==> config.mk <==
export PLATFORM = sky130hd
export DESIGN_NAME = regex_job_sequencer
export DESIGN_NICKNAME = d
export VERILOG_FILES = /design/src/rtl/regex_job_sequencer.sv
export SDC_FILE = /design/constraint.sdc
export NUM_CORES = 1
export LEC_CHECK = 0
export CAP_MARGIN = 20
export CORE_MARGIN = 2
export CORE_UTILIZATION = 46
export DETAILED_ROUTE_END_ITERATION = 7
export GPL_TIMING_DRIVEN = 0
export PLACE_DENSITY = 0.86
export SYNTH_ARGS = -nofsm -noshare
export SYNTH_HDL_FRONTEND = slang
export SYNTH_SLANG_ARGS = --single-unit
==> constraint.sdc <==
create_clock -name clk -period 2.7 [get_ports clk]
set_input_delay 0.54 -clock clk [delete_from_list [all_inputs] [get_ports clk]]
set_output_delay 0.54 -clock clk [all_outputs]
set_load 0.02 [all_outputs]
==> src/rtl/regex_job_sequencer.sv <==
// Job sequencer for a register-mapped regex engine: takes one job (tag plus a
// string byte range), programs the engine pointers, issues START, watches
// the engine status until it finishes, reads the elapsed clock count and
// hands the result to a consumer. Start and run phases are both bounded by
// timeouts, so a dead or misbehaving engine always yields an error result.
//
// Handshakes (job_* and res_*): a transfer happens on a rising clk edge
// where valid and ready are both 1. The producer holds valid and its payload
// stable until that edge. Neither ready nor valid depends combinationally on
// the other side's signal; both are decoded from the registered state only.
module regex_job_sequencer #(
  parameter int REG_WIDTH     = 32,
  parameter int TAG_W         = 8,
  parameter int START_TIMEOUT = 8,
  parameter int RUN_TIMEOUT   = 2**20
) (
  input  logic                 clk,
  input  logic                 rst_n,
  input  logic                 job_valid,
  output logic                 job_ready,
  input  logic [TAG_W-1:0]     job_tag,
  input  logic [REG_WIDTH-1:0] job_start_ptr,
  input  logic [REG_WIDTH-1:0] job_end_ptr,
  output logic [REG_WIDTH-1:0] start_cc_pointer_register,
  output logic [REG_WIDTH-1:0] end_cc_pointer_register,
  output logic [REG_WIDTH-1:0] cmd_register,
  input  logic [REG_WIDTH-1:0] status_register,
  input  logic [REG_WIDTH-1:0] data_o_register,
  output logic                 res_valid,
  input  logic                 res_ready,
  output logic [TAG_W-1:0]     res_tag,
  output logic                 res_accept,
  output logic                 res_error,
  output logic [REG_WIDTH-1:0] res_cycles,
  output logic                 busy
);

  // Engine command and status encodings.
  localparam logic [REG_WIDTH-1:0] CMD_NOP                = REG_WIDTH'(0);
  localparam logic [REG_WIDTH-1:0] CMD_START              = REG_WIDTH'(3);
  localparam logic [REG_WIDTH-1:0] CMD_READ_ELAPSED_CLOCK = REG_WIDTH'(4);

  localparam logic [REG_WIDTH-1:0] STATUS_RUNNING  = REG_WIDTH'(1);
  localparam logic [REG_WIDTH-1:0] STATUS_ACCEPTED = REG_WIDTH'(2);
  localparam logic [REG_WIDTH-1:0] STATUS_REJECTED = REG_WIDTH'(3);

  // Start counter only has to reach START_TIMEOUT-1; run counter saturates
  // at RUN_TIMEOUT itself.
  localparam int SCW = (START_TIMEOUT > 1) ? $clog2(START_TIMEOUT) : 1;
  localparam int RCW = $clog2(RUN_TIMEOUT + 1);

  typedef enum logic [2:0] {
    IDLE    = 3'd0,
    SETUP   = 3'd1,
    START   = 3'd2,
    RUN     = 3'd3,
    READ_CC = 3'd4,
    CAPTURE = 3'd5,
    RESULT  = 3'd6
  } state_t;

  // Exposed by name so checkers can bind to it.
  state_t state;
  state_t state_next;

  logic [TAG_W-1:0]     tag_q;
  logic [REG_WIDTH-1:0] start_ptr_q;
  logic [REG_WIDTH-1:0] end_ptr_q;
  logic [SCW-1:0]       start_cnt;
  logic [RCW-1:0]       run_cnt;
  logic [REG_WIDTH-1:0] cmd_next;

  logic job_take;
  logic load_ptrs;
  logic start_inc;
  logic run_inc;
  logic run_sat;
  logic set_accept;
  logic set_reject;
  logic set_error;
  logic capture;

  assign job_ready = (state == IDLE);
  assign res_valid = (state == RESULT);
  assign busy      = (state != IDLE);
  assign res_tag   = tag_q;

  // State register.
  always_ff @(posedge clk or negedge rst_n) begin
    if (!rst_n) state <= IDLE;
    else        state <= state_next;
  end

  // Next-state decode and per-state control strobes.
  always_comb begin
    state_next = state;
    cmd_next   = cmd_register;
    job_take   = 1'b0;
    load_ptrs  = 1'b0;
    start_inc  = 1'b0;
    run_inc    = 1'b0;
    run_sat    = 1'b0;
    set_accept = 1'b0;
    set_reject = 1'b0;
    set_error  = 1'b0;
    capture    = 1'b0;
    case (state)
      IDLE: begin
        if (job_valid) begin
          job_take   = 1'b1;
          state_next = SETUP;
        end
      end
      SETUP: begin
        load_ptrs  = 1'b1;
        cmd_next   = CMD_NOP;
        state_next = START;
      end
      START: begin
        if (status_register == STATUS_RUNNING) begin
          cmd_next   = CMD_NOP;
          state_next = RUN;
        end else if (start_cnt == SCW'(START_TIMEOUT - 1)) begin
          set_error  = 1'b1;
          cmd_next   = CMD_NOP;
          state_next = RESULT;
        end else begin
          cmd_next  = CMD_START;
          start_inc = 1'b1;
        end
      end
      RUN: begin
        cmd_next = CMD_NOP;
        if (status_register == STATUS_RUNNING) begin
          if (run_cnt >= RCW'(RUN_TIMEOUT - 1)) begin
            run_sat    = 1'b1;
            set_error  = 1'b1;
            state_next = RESULT;
          end else begin
            run_inc = 1'b1;
          end
        end else if (status_register == STATUS_ACCEPTED) begin
          set_accept = 1'b1;
          state_next = READ_CC;
        end else if (status_register == STATUS_REJECTED) begin
          set_reject = 1'b1;
          state_next = READ_CC;
        end else begin
          set_error  = 1'b1;
          state_next = RESULT;
        end
      end
      READ_CC: begin
        cmd_next   = CMD_READ_ELAPSED_CLOCK;
        state_next = CAPTURE;
      end
      CAPTURE: begin
        capture    = 1'b1;
        cmd_next   = CMD_NOP;
        state_next = RESULT;
      end
      RESULT: begin
        if (res_ready) state_next = IDLE;
      end
      default: state_next = IDLE;
    endcase
  end

  // Job latch, engine register file, counters and result fields.
  always_ff @(posedge clk or negedge rst_n) begin
    if (!rst_n) begin
      tag_q                     <= '0;
      start_ptr_q               <= '0;
      end_ptr_q                 <= '0;
      start_cc_pointer_register <= '0;
      end_cc_pointer_register   <= '0;
      cmd_register              <= CMD_NOP;
      start_cnt                 <= '0;
      run_cnt                   <= '0;
      res_accept                <= 1'b0;
      res_error                 <= 1'b0;
      res_cycles                <= '0;
    end else begin
      cmd_register <= cmd_next;
      if (job_take) begin
        tag_q       <= job_tag;
        start_ptr_q <= job_start_ptr;
        end_ptr_q   <= job_end_ptr;
        start_cnt   <= '0;
        run_cnt     <= '0;
        res_accept  <= 1'b0;
        res_error   <= 1'b0;
        res_cycles  <= '0;
      end
      if (load_ptrs) begin
        start_cc_pointer_register <= start_ptr_q;
        end_cc_pointer_register   <= end_ptr_q;
      end
      if (start_inc) start_cnt <= start_cnt + 1'b1;
      if (run_inc)   run_cnt   <= run_cnt + 1'b1;
      if (run_sat)   run_cnt   <= RCW'(RUN_TIMEOUT);
      if (set_accept) res_accept <= 1'b1;
      if (set_reject) res_accept <= 1'b0;
      if (capture)    res_cycles <= data_o_register;
      if (set_error) begin
        res_error  <= 1'b1;
        res_accept <= 1'b0;
        res_cycles <= '0;
      end
    end
  end

endmodule

### Word level (Yosys, flattened, before mapping)

Cells that the tools add are included.

| storage, ports and cells | value |
|---|---|
| bits of input ports | 140 |
| bits in registers | 229 |
| output and inout port bits | 141 |
| logic and storage cells | 90 |

| cells by class | value |
|---|---|
| equal/unequal tests | 14 |
| multiplexer cells | 51 |
| $add $sub $neg | 2 |
| $lt $le $gt $ge | 1 |
| reductions and logical operators | 10 |

Operator list:

| cell | count |
|---|---|
| two-way mux 32 bit | 3 |
| one-hot mux 32 bit (3 select lines) | 1 |
| == test 32 x 2 -> 1 bit (second input constant) | 2 |
| two-way mux 21 bit | 3 |
| == test 32 x 1 -> 1 bit (second input constant) | 1 |
| two-way mux 1 bit | 30 |
| two-way mux 3 bit | 8 |
| adder 21 x 1 -> 21 bit (second input constant) | 1 |
| >= comparator 21 x 20 -> 1 bit (second input constant) | 1 |
| one-hot mux 3 bit (7 select lines) | 1 |
| == test 3 bit (second input constant) | 4 |
| nonzero test 3 bit | 4 |
| two-way mux 2 bit | 4 |
| == test 3 x 2 -> 1 bit (second input constant) | 2 |
| inequality test 3 bit (second input constant) | 2 |
| AND reduction 4 bit | 1 |
| nonzero test 2 bit | 2 |
| nonzero test 4 bit | 1 |
| adder 3 x 1 -> 3 bit (second input constant) | 1 |
| == test 3 x 1 -> 1 bit (second input constant) | 1 |
| zero test 3 bit | 1 |
| OR reduction 3 bit | 1 |
| inequality test 2 x 1 -> 1 bit (second input constant) | 1 |
| inequality test 2 bit (second input constant) | 1 |
| one-hot mux 1 bit (2 select lines) | 1 |

### Logic depth before layout (Yosys ltp)

| depth | value |
|---|---|
| depth in word-level cells | 7 |
| depth in mapped cells | 7 |
| mapped depth without buffers | 6 |

### Worst setup path before layout

No wires, ideal clock.

| timing path | value |
|---|---|
| path kind | input to register |
| start point | in status_register[20] |
| end point | reg res_cycles[10] |
| stages | 6 |
| setup slack | 0.593 ns |
| buffers on the path | 1 |
| setup time | 0.066 ns |
| required time | 2.634 ns |
| arrival time | 2.042 ns |
| path through | nor4_1 > nand3_1 > o221a_2 > a2111oi_4 > buf_6 > a22o_1 |

| on the way | value |
|---|---|
| word-level cells in the longest chain between the ends | 6 |
| elaborated cells between the ends (all ways) | 10 |

RTL lines:

| item | line | text |
|---|---|---|
| start: declaration | 27 | `input logic [REG_WIDTH-1:0] status_register,` |
| == test 32 x 2 -> 1 bit | 145 | `end else if (status_register == STATUS_REJECTED) begin` |
| two-way mux 1 bit | 145 |  |
| two-way mux 1 bit | 142 | `end else if (status_register == STATUS_ACCEPTED) begin` |
| two-way mux 1 bit | 134 | `if (status_register == STATUS_RUNNING) begin` |
| one-hot mux 1 bit (2 select lines) (*) | 107 | `case (state)` |
| nonzero test 3 bit (no line) or two-way mux 32 bit (tied branches) | n/a |  |
| end signal: assignment | 204 | `if (capture) res_cycles <= data_o_register;` |
| end: declaration | 34 | `output logic [REG_WIDTH-1:0] res_cycles,` |

Mark *: on every way between the ends. The rest lies on a longest branch, timed or not.
A chain may end at the register's enable or synchronous reset.

### Worst setup path after layout

| timing path | value |
|---|---|
| start point | in status_register[28] |
| end point | reg res_cycles[4] |

The elaborated chain is that of the path after synthesis.

==> metrics.txt <==
# TYPE chip_impl_metric gauge
chip_impl_info{name="status",value="finished, final reports clean"} 1
chip_impl_metric{name="cts_hold_buf",unit=""} 0
chip_impl_metric{name="maximum_number_of_pins_on_one_net_before_global_route_repair",unit=""} 119
chip_impl_metric{name="final_hold_viol_count",unit=""} 0
chip_impl_metric{name="cts_made_buffers",unit=""} 17
chip_impl_metric{name="timing.critical_path.slowest_cell_delay",unit="ps"} 440
chip_impl_metric{name="post-layout-total-power",unit="mW"} 12.1
chip_impl_metric{name="worstPathMaxFanout",unit=""} 10
chip_impl_metric{name="netlist_area",unit="µm²"} 8390
chip_impl_metric{name="syn_area_per_cell",unit="µm²"} 11.0
chip_impl_metric{name="yosys_warnings",unit=""} 0
chip_impl_metric{name="latest_clock_arrival_within_the_worst_skew_pair",unit="ps"} 430
chip_impl_metric{name="tightest_slew",unit="ps"} 844
chip_impl_info{name="cts_root_buffer",value="clkbuf_16"} 1
chip_impl_metric{name="leakagePower",unit="nW"} 5.60
chip_impl_metric{name="swShare",unit="%"} 35.8
chip_impl_metric{name="power.combinational.fraction",unit="%"} 40.8
chip_impl_metric{name="grt_pass1_wl",unit="µm"} 35200
chip_impl_metric{name="layout_min_cycle_time",unit="ps"} 2540
chip_impl_metric{name="fraction_of_the_yosys_area_taken_by_sequential_cells",unit="%"} 59.4
chip_impl_metric{name="fp.coreArea",unit="µm²"} 17900
chip_impl_metric{name="layout.nets",unit=""} 1205
chip_impl_metric{name="maximum_clock_skew_at_final_layout",unit="ps"} 8.14
chip_impl_metric{name="drt_iter0_drc",unit=""} 364
chip_impl_metric{name="die_area",unit="µm²"} 19300
chip_impl_metric{name="slew_violations",unit=""} 0
chip_impl_metric{name="io_buffer_count",unit=""} 251
chip_impl_info{name="worstSetupPathType",value="in2reg"} 1
chip_impl_metric{name="vdd.ir_drop.worst",unit="mV"} 0.519
chip_impl_metric{name="clockPowerShare",unit="%"} 20.9
chip_impl_metric{name="ioPinCount",unit=""} 281
chip_impl_metric{name="grt_antenna_before_repair",unit=""} 0
chip_impl_metric{name="fin_ws",unit="ps"} 164
chip_impl_metric{name="via_per_inst",unit=""} 5.16
chip_impl_metric{name="placement_rows",unit=""} 49
chip_impl_metric{name="drv.max_cap_violation_count",unit=""} 0
chip_impl_metric{name="drive_above_1_share",unit="%"} 14.6
chip_impl_info{name="critical_path.startpoint_type",value="primary input"} 1
chip_impl_metric{name="area_delta_synth_final",unit="%"} 42.3
chip_impl_metric{name="synth-edff-count",unit=""} 0
chip_impl_info{name="crit_path_cell_trace",value="clkdlybuf4s50_1 -> nor4_1 -> nand3_1 -> o221a_2 -> a2111oi_4 -> buf_6 -> a22o_1"} 1
chip_impl_metric{name="via_count_of_the_first_global_routing_pass",unit=""} 6843
chip_impl_metric{name="postSynth.asyncResetShare",unit="%"} 100
chip_impl_metric{name="grt_usage",unit="%"} 22.5
chip_impl_metric{name="die_w",unit="µm"} 139
chip_impl_metric{name="intPower",unit="mW"} 7.78
chip_impl_metric{name="worst-endpoint-required",unit="ps"} 3060
chip_impl_metric{name="die_height",unit="µm"} 139
chip_impl_metric{name="clock_tree.buffer_depth",unit=""} 2
chip_impl_metric{name="power-per-cell-area",unit="nW/µm²"} 1020
chip_impl_metric{name="p_sw",unit="mW"} 4.34
chip_impl_metric{name="period_share",unit="%"} 93.9
chip_impl_metric{name="start_util",unit="%"} 46.8
chip_impl_metric{name="clock.fmax",unit="GHz"} 0.394
chip_impl_info{name="cp_top_family",value="compound AO/OA/AOI/OAI gates"} 1
chip_impl_info{name="cts_tree",value="yes"} 1
chip_impl_metric{name="wl",unit="µm"} 21700
chip_impl_metric{name="dp_hpwl",unit="µm"} 15600
chip_impl_metric{name="arrival",unit="ps"} 2900
chip_impl_metric{name="numClockSinks",unit=""} 199
chip_impl_metric{name="cts_h_tree_depth",unit=""} 4
chip_impl_info{name="synth_flop_cell",value="dfrtp_1"} 1
chip_impl_info{name="layout_commonest_cell",value="clkdlybuf4s50_1"} 1
chip_impl_metric{name="cp.buffers_inverters",unit=""} 2
chip_impl_info{name="grt_setup_unrepaired",value="false"} 1
chip_impl_metric{name="dr_total_vias",unit=""} 6729
chip_impl_metric{name="drtAntennaViolNets",unit=""} 0
chip_impl_metric{name="slew_headroom",unit="%"} 43.7
chip_impl_metric{name="synth.lib_cells_used.distinct",unit=""} 46
chip_impl_info{name="layout_common_cells",value="250 x clkdlybuf4s50_1, 237 x nand2_1, 199 x dfrtp_1, 64 x mux2_2, 34 x a22o_1"} 1
chip_impl_metric{name="preCtsSetupSlack",unit="ps"} -407
chip_impl_info{name="worstSetupEndpointType",value="flip-flop"} 1
chip_impl_metric{name="post-route-drc-count",unit=""} 0
chip_impl_metric{name="cts.reportedPaths.clkPinSlew",unit="ps"} 70
chip_impl_info{name="worstHoldPathType",value="in2async"} 1
chip_impl_metric{name="antennaDiodeCount",unit=""} 0
chip_impl_metric{name="globalRouteOverflowTotal",unit=""} 0
chip_impl_metric{name="synth.ff_latch_count",unit=""} 199
chip_impl_metric{name="setup_viol_count_final",unit=""} 0
chip_impl_metric{name="globalplace.congestion",unit=""} 0.836
chip_impl_metric{name="share_seq_of_total_power",unit="%"} 38.4
chip_impl_metric{name="firstDrtPassIters",unit=""} 5
chip_impl_metric{name="post_synth_inst_count",unit=""} 761
chip_impl_info{name="critPathSlowestCell",value="nor4_1"} 1
chip_impl_metric{name="post_drt_wl_per_cell",unit="µm"} 16.7
-- sequential cells by signal, summed over array words and instances, names as in the netlist --
signal,count
end_cc_pointer_register,32
end_ptr_q,32
res_cycles,32
start_cc_pointer_register,32
start_ptr_q,32
run_cnt,21
res_tag,8
start_cnt,3
state,3
cmd_register,2
res_accept,1
res_error,1
-- final timing paths --
path | depth (start not counted) | startpoint | slack [ps] | endpoint
min reg2reg | 2 | end_ptr_q[26]$_DFFE_PN0P_ | 470 | end_ptr_q[26]$_DFFE_PN0P_
max | 7 | status_register[28] | 160 | res_cycles[4]$_DFFE_PN0P_
min | 1 | rst_n | 70 | res_tag[5]$_DFFE_PN0P_
max reg2reg | 5 | state[0]$_DFFE_PN0P_ | 270 | end_cc_pointer_register[10]$_DFFE_PN0N_
min in group clk | 2 | end_ptr_q[26]$_DFFE_PN0P_ | 470 | end_ptr_q[26]$_DFFE_PN0P_
max in group asynchronous | 2 | rst_n | 1630 | end_cc_pointer_register[6]$_DFFE_PN0N_
-- cells by family after synthesis --
logic type / Yosys count / share of synthesized area (%)
AOI/OAI and AO/OA: 88 / 8.10
adders and majority gates: 3 / 0.448
buffers and inverters: 78 / 5.36
DFF: 199 / 59.4
muxes: 68 / 9.07
other: 1 / 0.0447
and+or+nand+nor: 324 / 17.6
-- cell type report --
type                    instances  area, µm²
clock inverters                15        163
multi-input cells             512       3070
inverters                       6       22.5
well taps                     229        287
repair buffers                254       2560
plain buffers                  72        430
fillers                      1416       5970
flip-flops and latches        199       4980
clock buffers                  17        425
-- Yosys cell counts, types with 2 or more instances --
cell type	n	area, µm²
a21o_1	2	15.0
a21oi_1	5	25.0
a22o_1	34	298
a31oi_1	29	181
and2_1	5	31.3
and3_1	10	62.6
and4_1	4	35.0
buf_2	10	50.1
buf_4	30	225
buf_6	4	45.0
clkbuf_1	27	101
dfrtp_1	199	4980
ha_1	3	37.5
inv_1	6	22.5
mux2_2	64	721
mux2i_1	4	40.0
nand2_1	237	890
nand2b_1	2	12.5
nand3_1	11	55.1
nand3b_1	11	82.6
nand4_1	7	43.8
nor2_1	11	41.3
nor2b_1	4	25.0
nor3_1	8	40.0
nor4_1	6	37.5
nor4_4	4	85.1
o21ai_0	3	15.0
o221ai_1	2	17.5
o31ai_1	2	15.0
-- power groups by stage --
stage               Clock (mW)  Combinational [mW]  Sequential [mW]
floorplan                    0                2.09             5.33
global placement             0                4.85             4.64
detailed placement           0                4.97             4.70
CTS                       2.58                5.00             4.65
global route              2.69                5.35             4.79
finish                    2.53                4.94             4.65
-- timing repair --
item | 4_1_cts | 5_1_grt
resized for setup | 1 | 5
endpoints found under the setup margin | 10 | 53
pin swaps | 0 | 2
buffers inserted | 0 | 2
-- metrics by stage --
stage	utilization [%]	hold WS, ps	instance area [µm²]	std cells	TNS [ps]
finish	66.7	73.3	11900	1304	0
floorplan	-	244	8490	789	0
CTS	66.5	113	11900	1302	0
global placement	63.1	451	11300	1269	-1404190
global route	66.7	132	11900	1304	0
detailed placement	63.3	457	11300	1270	-19350
-- routing by layer --
| layer | vias to the layer above | share of wire (%) | global-route usage, % |
|---|---|---|---|
| met5 | - | 0 | 0 |
| met4 | 0 | 1.8 | 6.06 |
| met3 | 23 | 8.1 | 7.39 |
| met2 | 272 | 49 | 37.9 |
| met1 | 3285 | 41 | 28.1 |
| li1 | 3149 | - | - |
(Power assumes the default switching activity.)
